<file path="src/rtl/io_map_pkg.sv">
// ---------------------------------------------------------------------------
// io_map_pkg
// Purpose : IO memory-map constants shared by the IO address decode and the
//           frame reader, so both agree on the image region bounds. Also holds
//           the frame reader state type.
// Contents: ADDR_W, DATA_W, PROC_BASE, ORIG_BASE, FRAME_WORDS, rd_state_e
// ---------------------------------------------------------------------------
package io_map_pkg;

  localparam int ADDR_W      = 24;      // IO word address width
  localparam int DATA_W      = 8;       // pixel width
  localparam int PROC_BASE   = 120;     // first word of processed image
  localparam int ORIG_BASE   = 160120;  // first word of original image
  localparam int FRAME_WORDS = 160000;  // 400x400 pixels per frame

  typedef enum logic [1:0] {
    ST_IDLE  = 2'd0,
    ST_RUN   = 2'd1,
    ST_DRAIN = 2'd2
  } rd_state_e;

endpackage

</file>
<file path="src/rtl/io_frame_reader_if.sv">
// ---------------------------------------------------------------------------
// io_frame_reader_if
// Purpose : Bundles the memory read port and the pixel stream of the frame
//           reader.
// Signals : mem_rd/mem_addr (request), mem_rdata (data, one cycle later),
//           pix_valid/pix_data/pix_last/pix_ready (valid/ready stream).
// Modports: master = frame reader, slave = memory + pixel consumer.
// ---------------------------------------------------------------------------
interface io_frame_reader_if #(
  parameter int ADDR_W = io_map_pkg::ADDR_W,
  parameter int DATA_W = io_map_pkg::DATA_W
);

  logic              mem_rd;
  logic [ADDR_W-1:0] mem_addr;
  logic [DATA_W-1:0] mem_rdata;
  logic              pix_valid;
  logic [DATA_W-1:0] pix_data;
  logic              pix_last;
  logic              pix_ready;

  modport master (
    output mem_rd, mem_addr,
    input  mem_rdata,
    output pix_valid, pix_data, pix_last,
    input  pix_ready
  );

  modport slave (
    input  mem_rd, mem_addr,
    output mem_rdata,
    input  pix_valid, pix_data, pix_last,
    output pix_ready
  );

endinterface

</file>
<file path="src/rtl/io_frame_reader_fifo2.sv">
// ---------------------------------------------------------------------------
// fifo2
// Purpose : 2-entry synchronous FIFO holding returned pixels.
// Ports   : clk, rst_n (async active-low), flush (empties FIFO),
//           wr_en/wr_data (push), rd_en (pop), valid (non-empty),
//           rd_data (head, 0 when empty), occ (0..2 entries).
// Callers guarantee no push when full; a push while full is dropped.
// ---------------------------------------------------------------------------
module fifo2 #(
  parameter int DATA_W = 8
) (
  input  logic              clk,
  input  logic              rst_n,
  input  logic              flush,
  input  logic              wr_en,
  input  logic [DATA_W-1:0] wr_data,
  input  logic              rd_en,
  output logic              valid,
  output logic [DATA_W-1:0] rd_data,
  output logic [1:0]        occ
);

  logic [DATA_W-1:0] mem_q [2];
  logic              wr_ptr_q;
  logic              rd_ptr_q;
  logic [1:0]        occ_q;
  logic              do_wr;
  logic              do_rd;

  assign do_wr   = wr_en & (occ_q != 2'd2) & ~flush;
  assign do_rd   = rd_en & (occ_q != 2'd0) & ~flush;
  assign valid   = (occ_q != 2'd0);
  assign occ     = occ_q;
  assign rd_data = valid ? mem_q[rd_ptr_q] : '0;

  always_ff @(posedge clk or negedge rst_n) begin
    if (!rst_n) begin
      for (int i = 0; i < 2; i++) mem_q[i] <= '0;
    end else if (do_wr) begin
      mem_q[wr_ptr_q] <= wr_data;
    end
  end

  always_ff @(posedge clk or negedge rst_n) begin
    if (!rst_n) begin
      wr_ptr_q <= 1'b0;
      rd_ptr_q <= 1'b0;
      occ_q    <= 2'd0;
    end else if (flush) begin
      wr_ptr_q <= 1'b0;
      rd_ptr_q <= 1'b0;
      occ_q    <= 2'd0;
    end else begin
      if (do_wr) wr_ptr_q <= ~wr_ptr_q;
      if (do_rd) rd_ptr_q <= ~rd_ptr_q;
      case ({do_wr, do_rd})
        2'b10:   occ_q <= occ_q + 2'd1;
        2'b01:   occ_q <= occ_q - 2'd1;
        default: occ_q <= occ_q;
      endcase
    end
  end

endmodule

</file>
<file path="src/rtl/io_frame_reader.sv">
// ---------------------------------------------------------------------------
// io_frame_reader
// Purpose : On start, sweeps one image region of the IO map (processed or
//           original), issuing one read per cycle, and streams the returned
//           pixels over a valid/ready handshake.
// Ports   : clk, rst_n (async active-low), start (command, IDLE only),
//           src_sel (0 processed / 1 original, sampled with start),
//           abort (cancel frame), busy (RUN or DRAIN), done (1-cycle pulse
//           after the last pixel is accepted), bus (master side of
//           io_frame_reader_if: memory read port + pixel stream).
// ---------------------------------------------------------------------------
module io_frame_reader #(
  parameter int ADDR_W      = io_map_pkg::ADDR_W,
  parameter int DATA_W      = io_map_pkg::DATA_W,
  parameter int PROC_BASE   = io_map_pkg::PROC_BASE,
  parameter int ORIG_BASE   = io_map_pkg::ORIG_BASE,
  parameter int FRAME_WORDS = io_map_pkg::FRAME_WORDS
) (
  input  logic               clk,
  input  logic               rst_n,
  input  logic               start,
  input  logic               src_sel,
  input  logic               abort,
  output logic               busy,
  output logic               done,
  io_frame_reader_if.master  bus
);

  import io_map_pkg::*;

  localparam int                CNT_W    = $clog2(FRAME_WORDS + 1);
  localparam logic [CNT_W-1:0] LAST_IDX = CNT_W'(FRAME_WORDS - 1);

  rd_state_e         state_q, state_d;
  logic [ADDR_W-1:0] base_q, base_d;
  logic [CNT_W-1:0]  rd_cnt_q, rd_cnt_d;
  logic [CNT_W-1:0]  px_cnt_q, px_cnt_d;
  logic              inflight_q;
  logic              done_q, done_d;

  logic [1:0]        occ;
  logic              fifo_valid;
  logic [DATA_W-1:0] fifo_head;
  logic              pop;
  logic              issue;
  logic              fifo_wr;
  logic [2:0]        credit;

  assign pop = fifo_valid & bus.pix_ready;

  // Words already committed to the buffer (stored or returning next cycle).
  // A new read is allowed only if, after this cycle's pop, fewer than two
  // remain; written as occ+inflight < 2+pop to stay unsigned.
  assign credit = {1'b0, occ} + {2'b00, inflight_q};
  assign issue  = (state_q == ST_RUN) & (credit < (3'd2 + {2'b00, pop}));

  // Returning data is only kept while a frame is live; a word landing in
  // the abort cycle or after it belongs to a cancelled frame.
  assign fifo_wr = inflight_q & (state_q != ST_IDLE) & ~abort;

  fifo2 #(.DATA_W(DATA_W)) u_fifo (
    .clk     (clk),
    .rst_n   (rst_n),
    .flush   (abort),
    .wr_en   (fifo_wr),
    .wr_data (bus.mem_rdata),
    .rd_en   (pop),
    .valid   (fifo_valid),
    .rd_data (fifo_head),
    .occ     (occ)
  );

  always_comb begin
    state_d  = state_q;
    base_d   = base_q;
    rd_cnt_d = rd_cnt_q;
    px_cnt_d = px_cnt_q;
    done_d   = 1'b0;
    if (abort) begin
      state_d = ST_IDLE;
    end else begin
      case (state_q)
        ST_IDLE: begin
          if (start) begin
            state_d  = ST_RUN;
            base_d   = src_sel ? ADDR_W'(ORIG_BASE) : ADDR_W'(PROC_BASE);
            rd_cnt_d = '0;
            px_cnt_d = '0;
          end
        end
        ST_RUN: begin
          if (issue) begin
            rd_cnt_d = rd_cnt_q + 1'b1;
            if (rd_cnt_q == LAST_IDX) state_d = ST_DRAIN;
          end
          if (pop) px_cnt_d = px_cnt_q + 1'b1;
        end
        ST_DRAIN: begin
          if (pop) begin
            px_cnt_d = px_cnt_q + 1'b1;
            if (px_cnt_q == LAST_IDX) begin
              state_d = ST_IDLE;
              done_d  = 1'b1;
            end
          end
        end
        default: state_d = ST_IDLE;
      endcase
    end
  end

  always_ff @(posedge clk or negedge rst_n) begin
    if (!rst_n) begin
      state_q    <= ST_IDLE;
      base_q     <= '0;
      rd_cnt_q   <= '0;
      px_cnt_q   <= '0;
      inflight_q <= 1'b0;
      done_q     <= 1'b0;
    end else begin
      state_q    <= state_d;
      base_q     <= base_d;
      rd_cnt_q   <= rd_cnt_d;
      px_cnt_q   <= px_cnt_d;
      inflight_q <= issue;
      done_q     <= done_d;
    end
  end

  assign busy          = (state_q != ST_IDLE);
  assign done          = done_q;
  assign bus.mem_rd    = issue;
  assign bus.mem_addr  = issue ? (base_q + ADDR_W'(rd_cnt_q)) : '0;
  assign bus.pix_valid = fifo_valid;
  assign bus.pix_data  = fifo_head;
  assign bus.pix_last  = fifo_valid & (px_cnt_q == LAST_IDX);

endmodule

</file>
<file path="src/flat_wrapper.sv">
// flat-port wrapper written by rule: the top's interface ports become plain ports
module io_frame_reader_flat import io_map_pkg::*;
#(
  parameter int ADDR_W      = io_map_pkg::ADDR_W,
  parameter int DATA_W      = io_map_pkg::DATA_W,
  parameter int PROC_BASE   = io_map_pkg::PROC_BASE,
  parameter int ORIG_BASE   = io_map_pkg::ORIG_BASE,
  parameter int FRAME_WORDS = io_map_pkg::FRAME_WORDS
)
  (clk, rst_n, start, src_sel, abort, busy, done, bus_mem_rd, bus_mem_addr, bus_mem_rdata, bus_pix_valid, bus_pix_data, bus_pix_last, bus_pix_ready);
  io_frame_reader_if #(.ADDR_W(ADDR_W), .DATA_W(DATA_W)) bus_i ();
  input  logic clk;
  input  logic rst_n;
  input  logic start;
  input  logic src_sel;
  input  logic abort;
  output logic busy;
  output logic done;
  output wire logic [$bits(bus_i.mem_rd)-1:0] bus_mem_rd;
  output wire logic [$bits(bus_i.mem_addr)-1:0] bus_mem_addr;
  input wire logic [$bits(bus_i.mem_rdata)-1:0] bus_mem_rdata;
  output wire logic [$bits(bus_i.pix_valid)-1:0] bus_pix_valid;
  output wire logic [$bits(bus_i.pix_data)-1:0] bus_pix_data;
  output wire logic [$bits(bus_i.pix_last)-1:0] bus_pix_last;
  input wire logic [$bits(bus_i.pix_ready)-1:0] bus_pix_ready;
  assign bus_mem_rd = bus_i.mem_rd;
  assign bus_mem_addr = bus_i.mem_addr;
  assign bus_i.mem_rdata = bus_mem_rdata;
  assign bus_pix_valid = bus_i.pix_valid;
  assign bus_pix_data = bus_i.pix_data;
  assign bus_pix_last = bus_i.pix_last;
  assign bus_i.pix_ready = bus_pix_ready;
  io_frame_reader #(.ADDR_W(ADDR_W), .DATA_W(DATA_W), .PROC_BASE(PROC_BASE), .ORIG_BASE(ORIG_BASE), .FRAME_WORDS(FRAME_WORDS)) u_core (.clk(clk), .rst_n(rst_n), .start(start), .src_sel(src_sel), .abort(abort), .busy(busy), .done(done), .bus(bus_i));
endmodule
</file>
<file path="config.mk">
export PLATFORM = sky130hd
export DESIGN_NAME = io_frame_reader_flat
export DESIGN_NICKNAME = d
export VERILOG_FILES = /design/src/rtl/io_map_pkg.sv /design/src/rtl/io_frame_reader_if.sv /design/src/rtl/io_frame_reader_fifo2.sv /design/src/rtl/io_frame_reader.sv /design/src/flat_wrapper.sv
export SDC_FILE = /design/constraint.sdc
export NUM_CORES = 1
export LEC_CHECK = 0
export ABC_AREA = 1
export CAP_MARGIN = 40
export CORE_MARGIN = 2
export CORE_UTILIZATION = 50
export CTS_CLUSTER_SIZE = 16
export DETAILED_ROUTE_END_ITERATION = 6
export GPL_TIMING_DRIVEN = 0
export PLACE_DENSITY = 0.74
export REMOVE_ABC_BUFFERS = 1
export SLEW_MARGIN = 20
export SYNTH_ARGS = -nofsm -noshare
export SYNTH_HDL_FRONTEND = slang
export SYNTH_SLANG_ARGS = --single-unit
</file>
<file path="constraint.sdc">
create_clock -name clk -period 2.12 [get_ports clk]
set_input_delay 0.636 -clock clk [delete_from_list [all_inputs] [get_ports clk]]
set_output_delay 0.636 -clock clk [all_outputs]
set_load 0.01 [all_outputs]
</file>
---- Yosys cells after proc, flatten, opt, wreduce, memory -nomap -nowiden ----
Index checks and enable logic that the tools add are counted.
word-level totals
  memory bits (writable) .................. 0
  output and inout bits ................... 37
  memory bits (read-only) ................. 0
  latch bits .............................. 0
  memories ................................ 0
  flip-flop bits (word level) ............. 84
cells by class
  multipliers ............................. 0
  shift operators ......................... 0
  div/mod/pow operators ................... 0
  bitwise logic cells ..................... 14
  order comparisons ....................... 4
  reduce and logical (&&, ||, !) cells .... 14
  mux-type cells .......................... 31
  add/sub/neg operators ................... 7
  equality and inequality tests ........... 15
operator list
  kind                                                                      number
  18-bit 2-to-1 mux                                                         4
  18-bit case mux with 2 select lines                                       2
  8-bit 2-to-1 mux                                                          5
  18-bit by 1-bit adder with 18-bit output (second input constant)          2
  18-bit == test (second input constant)                                    2
  24-bit by 18-bit adder with 24-bit output                                 1
  24-bit 2-to-1 mux                                                         1
  16-bit bitwise mux                                                        1
  2-bit 2-to-1 mux                                                          7
  2-bit nonzero test                                                        6
  1-bit AND                                                                 9
  3-bit by 2-bit inequality test with 1-bit output (second input constant)  3
  8-bit demux with 1-bit select                                             1
  1-bit 2-to-1 mux                                                          8
  4-bit AND reduction                                                       2
  3-bit inequality test (second input constant)                             2
  2-bit case mux with 3 select lines                                        1
  5-bit AND reduction                                                       1
  2-bit by 1-bit == test with 1-bit output (second input constant)          2
  2-bit == test (second input constant)                                     2
  2-bit greater-or-equal comparator (second input constant)                 2
  2-bit by 1-bit inequality test with 1-bit output (second input constant)  2
  2-bit inequality test (second input constant)                             2
  1-bit inverter with 2-bit output                                          2
  other kinds (13)                                                          15

---- Depth between registers and ports, before layout ----
  depth after elaboration ................. 8
  gate-level depth with buffers ........... 11
  depth with buffers taken out ............ 11

---- By module ----
From an unflattened synthesis, not the netlist that was laid out.
second synthesis, totals
  cell total of the unflattened synthesis .. 644
  area total of the unflattened synthesis .. 4526.8 um2
by module, submodules not included
  module           cells an instance  sequential area each (um2)  area an instance (um2)  instances
  io_frame_reader  524                1051.0                      3488.3                  1
  fifo2            120                500.5                       1038.5                  1

---- Worst setup path before layout ----
No wires, ideal clock.
  kind .................................... reg-to-output
  start ................................... register u_core.base_q[6]
  end ..................................... output port bus_mem_addr[15]
  required time ........................... 1484 ps
  stages on the path, launching flop included .. 11
  path slack .............................. -246 ps
  arrival ................................. 1730 ps
  cell sequence ........................... dfrtp_1 -> ha_1 -> inv_1 -> fa_1 -> inv_1 -> nand3_1 -> nand2_1 -> nand4_1 -> nand2_1 -> nor2_1 -> nor3_1
on the way
  word-level cells in the longest chain between the ends .. 2
ends and longest elaborated chain
  element                                    RTL line                RTL
  start: declaration                         io_frame_reader.sv:35   logic [ADDR_W-1:0] base_q, base_d;
  start signal: assignment                   io_frame_reader.sv:122  base_q <= base_d;
  24-bit by 18-bit adder with 24-bit output  io_frame_reader.sv:133  assign bus.mem_addr = issue ? (base_q + ADDR_W'(rd_cnt_q)) : '0;
  24-bit 2-to-1 mux                          io_frame_reader.sv:133
  end: declaration                           flat_wrapper.sv:20      output wire logic [$bits(bus_i.mem_addr)-1:0] bus_mem_addr;
No other way between the ends.

---- Final worst setup path ----
  start ................................... register u_core.rd_cnt_q[4]
  end ..................................... output port bus_mem_addr[9]
on the way
  word-level cells in the longest chain between the ends .. 2
ends and longest elaborated chain
  element                                    RTL line                RTL
  start: declaration                         io_frame_reader.sv:36   logic [CNT_W-1:0] rd_cnt_q, rd_cnt_d;
  start signal: assignment                   io_frame_reader.sv:123  rd_cnt_q <= rd_cnt_d;
  24-bit by 18-bit adder with 24-bit output  io_frame_reader.sv:133
  24-bit 2-to-1 mux                          io_frame_reader.sv:133
No other way between the ends.

==> out/qor.yml <==
cts_root_buf: "clkbuf_8"
final-setup-viol-count: 27
reg2reg_from: "u_core.state_q[1]"
placed_cell_area_mm2: 0.004892
r2r_slack_ns: 0.14
drc: 0
hold_path_class: "input port to asynchronous set/reset pin"
clk_path_buf_depth: 2
clock_latency_ns: 0.35
p_leak_nw: 2.620
ios: 51
nets: 768
grt_pass1_wl_mm: 20.09
routed_via_density: 5.498
critPathLaunchType: "flip-flop"
status: "finished with violations"
powerDensity_mw_per_mm2: 766.1
hold_buffers: 0
place_congestion: 0.8959
synth_seq_cells: 62
io_buffers: 45
synth-xor-area-share_pct: 3.179
areaGrowthSynthToFinish_pct: 31.08
rows: 34
drt.antenna.violating_nets: 0
h-tree-depth: 3
reg2regPathDepth: 10
finClkSkew_ns: 0.008455
cts.sink_count: 62
period_share_pct: 135.0
grt.total_usage_pct: 25.52
grt_max_degree: 35
power_w: 0.004427
p_switching_w: 0.001770
clkTransAtPathRegs_ns: 0.08
p_clk_share_pct: 21.1
p_seq_share_pct: 33.8
cp.required_ns: 1.48
ir_drop_v: 0.0006246
yosys.area_share.adder_pct: 5.280
coreArea_mm2: 0.008636
synth_top_family_by_area: "simple AND/OR/NAND/NOR gates"
vias: 4668
pre_cts_ws_ns: -1.412
rsz0062_at_grt: "yes"
cts_tree: "built"
slew_headroom_pct: 59.69
final-hold-violation-count: 0
worstSetupEndpointType: "output pin"
switching_share_pct: 39.99
netlist_instances: 644
synth_cell_types: 41
fillers: 683
fmax_mhz: 349.5
n_antenna_cell: 0
pwr-share-comb_pct: 45.1
start_util_pct: 51.04
violations: "setup timing"
internal-power_w: 0.002656
die_w_um: 97.90
worstPathMaxFanout: 6
r2r-end: "u_core.px_cnt_q[5]"
worst_pin_slew_ns: 0.6045
syn_area_per_cell_um2: 6.845
wl_mm: 12.64
numCtsBuffers: 9
drive_above_1_share_pct: 26.72
final_area_mm2: 0.005778
slew_viol_final: 0
hpwl_mm: 7.922
drt-initial-drc-count: 441
synthMuxAreaShare_pct: 0
arrival_ns: 2.23
yosysSeqAreaShare_pct: 35.20
netlist_area_mm2: 0.004408
die_h_um: 97.90
wl_per_cell_um: 14.89
synth_warnings: 0
cap_viol_max_count: 0
overflow: 0
synth_compound_area_share_pct: 12.26
antenna_found_initial: 0
firstDrtPassIters: 7
grt_pass1_vias: 4354
yosys.area_share.simple_pct: 34.69
critical_path_class: "flip-flop to output pin"
fin_ws_ns: -0.7414
die_area_mm2: 0.009583
post-route-min-period_ns: 2.861
==> worst max-delay path: stages (launching register included) <==
cell and delay [ns]:
dfrtp_1 0.46, inv_1 0.13, fa_2 0.40, inv_2 0.08, nand3_2 0.07, nand2_2 0.09, nand2_1 0.08, nand2_2 0.10
buf_6 0.10, o21ai_1 0.06, a21oi_1 0.16, buf_2 0.16
==> cells in the final DEF, fill, tap and decap left out, types with 3 or more instances in the layout <==
master           synthesis  layout
nand3_2                  1       7
a21oi_2                  2      11
nor3_1                  11       8
clkinvlp_4               0       4
clkdlybuf4s50_1          0      11
nand2_2                  7      13
conb_1                   1       5
nand2_1                182     174
nor2_1                  83      78
buf_6                    3      19
buf_12                   0       3
xor2_1                  15      13
dfrtp_1                 62      54
nor2_4                   0       6
o31ai_1                  3       3
inv_1                   67      58
o21ai_1                  6       8
a21oi_1                 30      20
nand2_4                  1       3
o21ai_0                 40      37
buf_4                    6      37
nor3_2                   0       3
dfrtp_2                  0       8
ha_1                    17       5
nor2_2                   4       3
nand3b_1                 3       3
clkbuf_8                 0       9
o21ai_2                  7       8
nand4_1                 13      13
inv_2                    4      11
ha_4                     0      10
nand3_1                 51      44
buf_2                    7      22
==> layer usage <==
metal,up-vias,global-route usage [%],wire length (um)
met2,217,40.94,6021
met4,0,11.43,381
met5,-,0,0
met1,2162,33.73,5384
li1,2256,-,-
met3,33,4.724,854
==> how the worst max path moves through the flow <==
stage	end	slack, ns	from	depth (start not counted)
after floorplan	bus_mem_addr[15]	-0.25	u_core.base_q[6]	10
after global placement	u_core.px_cnt_q[6]	-1.67	rst_n	1
after detailed placement	bus_mem_addr[5]	-1.41	bus_pix_ready	8
after CTS	bus_mem_addr[15]	-0.65	u_core.base_q[6]	11
after global routing	bus_mem_addr[9]	-0.80	u_core.base_q[6]	12
final	bus_mem_addr[9]	-0.74	u_core.rd_cnt_q[4]	11
==> power by group through the flow <==
stage / logic [W] / registers [W] / clock network, W
after floorplan: 0.000808 / 0.00146 / 0
after global placement: 0.00128 / 0.00149 / 0
after detailed placement: 0.00131 / 0.00150 / 0
after CTS: 0.00169 / 0.00147 / 0.000949
after global routing: 0.00215 / 0.00152 / 0.00100
final: 0.00200 / 0.00150 / 0.000936
==> cell usage after synthesis <==
cell type  number  area share, %
nand2_1       182             15
nor2_1         83            7.1
inv_1          67            5.7
dfrtp_1        62             35
nand3_1        51            5.8
o21ai_0        40            4.5
a21oi_1        30            3.4
ha_1           17            4.8
xor2_1         15            3.0
nand4_1        13            1.8
nor3_1         11            1.2
buf_2           7           0.79
nand2_2         7           0.99
o21ai_2         7            1.4
buf_4           6            1.0
o21ai_1         6           0.68
inv_2           4           0.34
nor2_2          4           0.57
buf_6           3           0.77
clkbuf_1        3           0.26
nand3b_1        3           0.51
o31ai_1         3           0.51
a21oi_2         2           0.40
a211oi_1        1           0.17
a21oi_4         1           0.37
a31oi_1         1           0.14
buf_1           1          0.085
clkbuf_2        1           0.11
clkinv_1        1          0.085
conb_1          1          0.085
fa_1            1           0.45
inv_4           1           0.14
nand2_4         1           0.26
nand3_2         1           0.23
nor3_4          1           0.37
nor3b_1         1           0.17
o21a_1          1           0.17
o21a_4          1           0.34
o22ai_1         1           0.14
or2_2           1           0.14
xnor2_1         1           0.20
==> registers in the layout (all words and copies together), names as in the netlist <==
signal                  count
u_core.px_cnt_q            18
u_core.rd_cnt_q            18
u_core.u_fifo.mem_q        16
u_core.base_q               2
u_core.state_q              2
u_core.u_fifo.occ           2
u_core.done                 1
u_core.inflight_q           1
u_core.u_fifo.rd_ptr_q      1
u_core.u_fifo.wr_ptr_q      1
==> through the flow <==
| stage | utilization (%) | setup TNS (ns) | cells | hold slack (ns) |
|---|---|---|---|---|
| floorplan | - | -1.577 | 627 | 0.3404 |
| global placement | 56.45 | -139.05 | 780 | 0.4665 |
| detailed placement | 56.65 | -36.08 | 781 | 0.4734 |
| CTS | 63.56 | -9.389 | 828 | 0.2126 |
| global route | 66.91 | -13.22 | 849 | 0.2280 |
| finish | 66.91 | -10.90 | 849 | 0.2056 |
==> what timing repair did <==
| action | in CTS | in global routing |
|---|---|---|
| resized for setup | 158 | 73 |
| buffers inserted | 30 | 22 |
| cloned | 1 | 0 |
| endpoints found under the setup margin | 57 | 39 |
| pin swaps | 15 | 12 |
==> final cells by class <==
class / count / area [um^2] / share of cell area [%]
timing repair buffer: 98 / 827.0 / 14.31
inverter: 73 / 292.8 / 5.067
tap: 108 / 135.1 / 2.339
clock buffer: 9 / 123.9 / 2.144
sequential: 62 / 1562 / 27.02
clock inverter: 7 / 50.05 / 0.8662
multi-input combinational: 492 / 2788 / 48.25
==> logic make-up after synthesis <==
family                   Yosys count
AND/OR/NAND/NOR                  359
AO/OA/AOI/OAI                     94
buffers and inverters             94
flip-flops                        62
adder cells (fa/ha/maj)           18
XOR/XNOR                          16
other                              1
No activity file was read; power rests on OpenSTA's default activity.
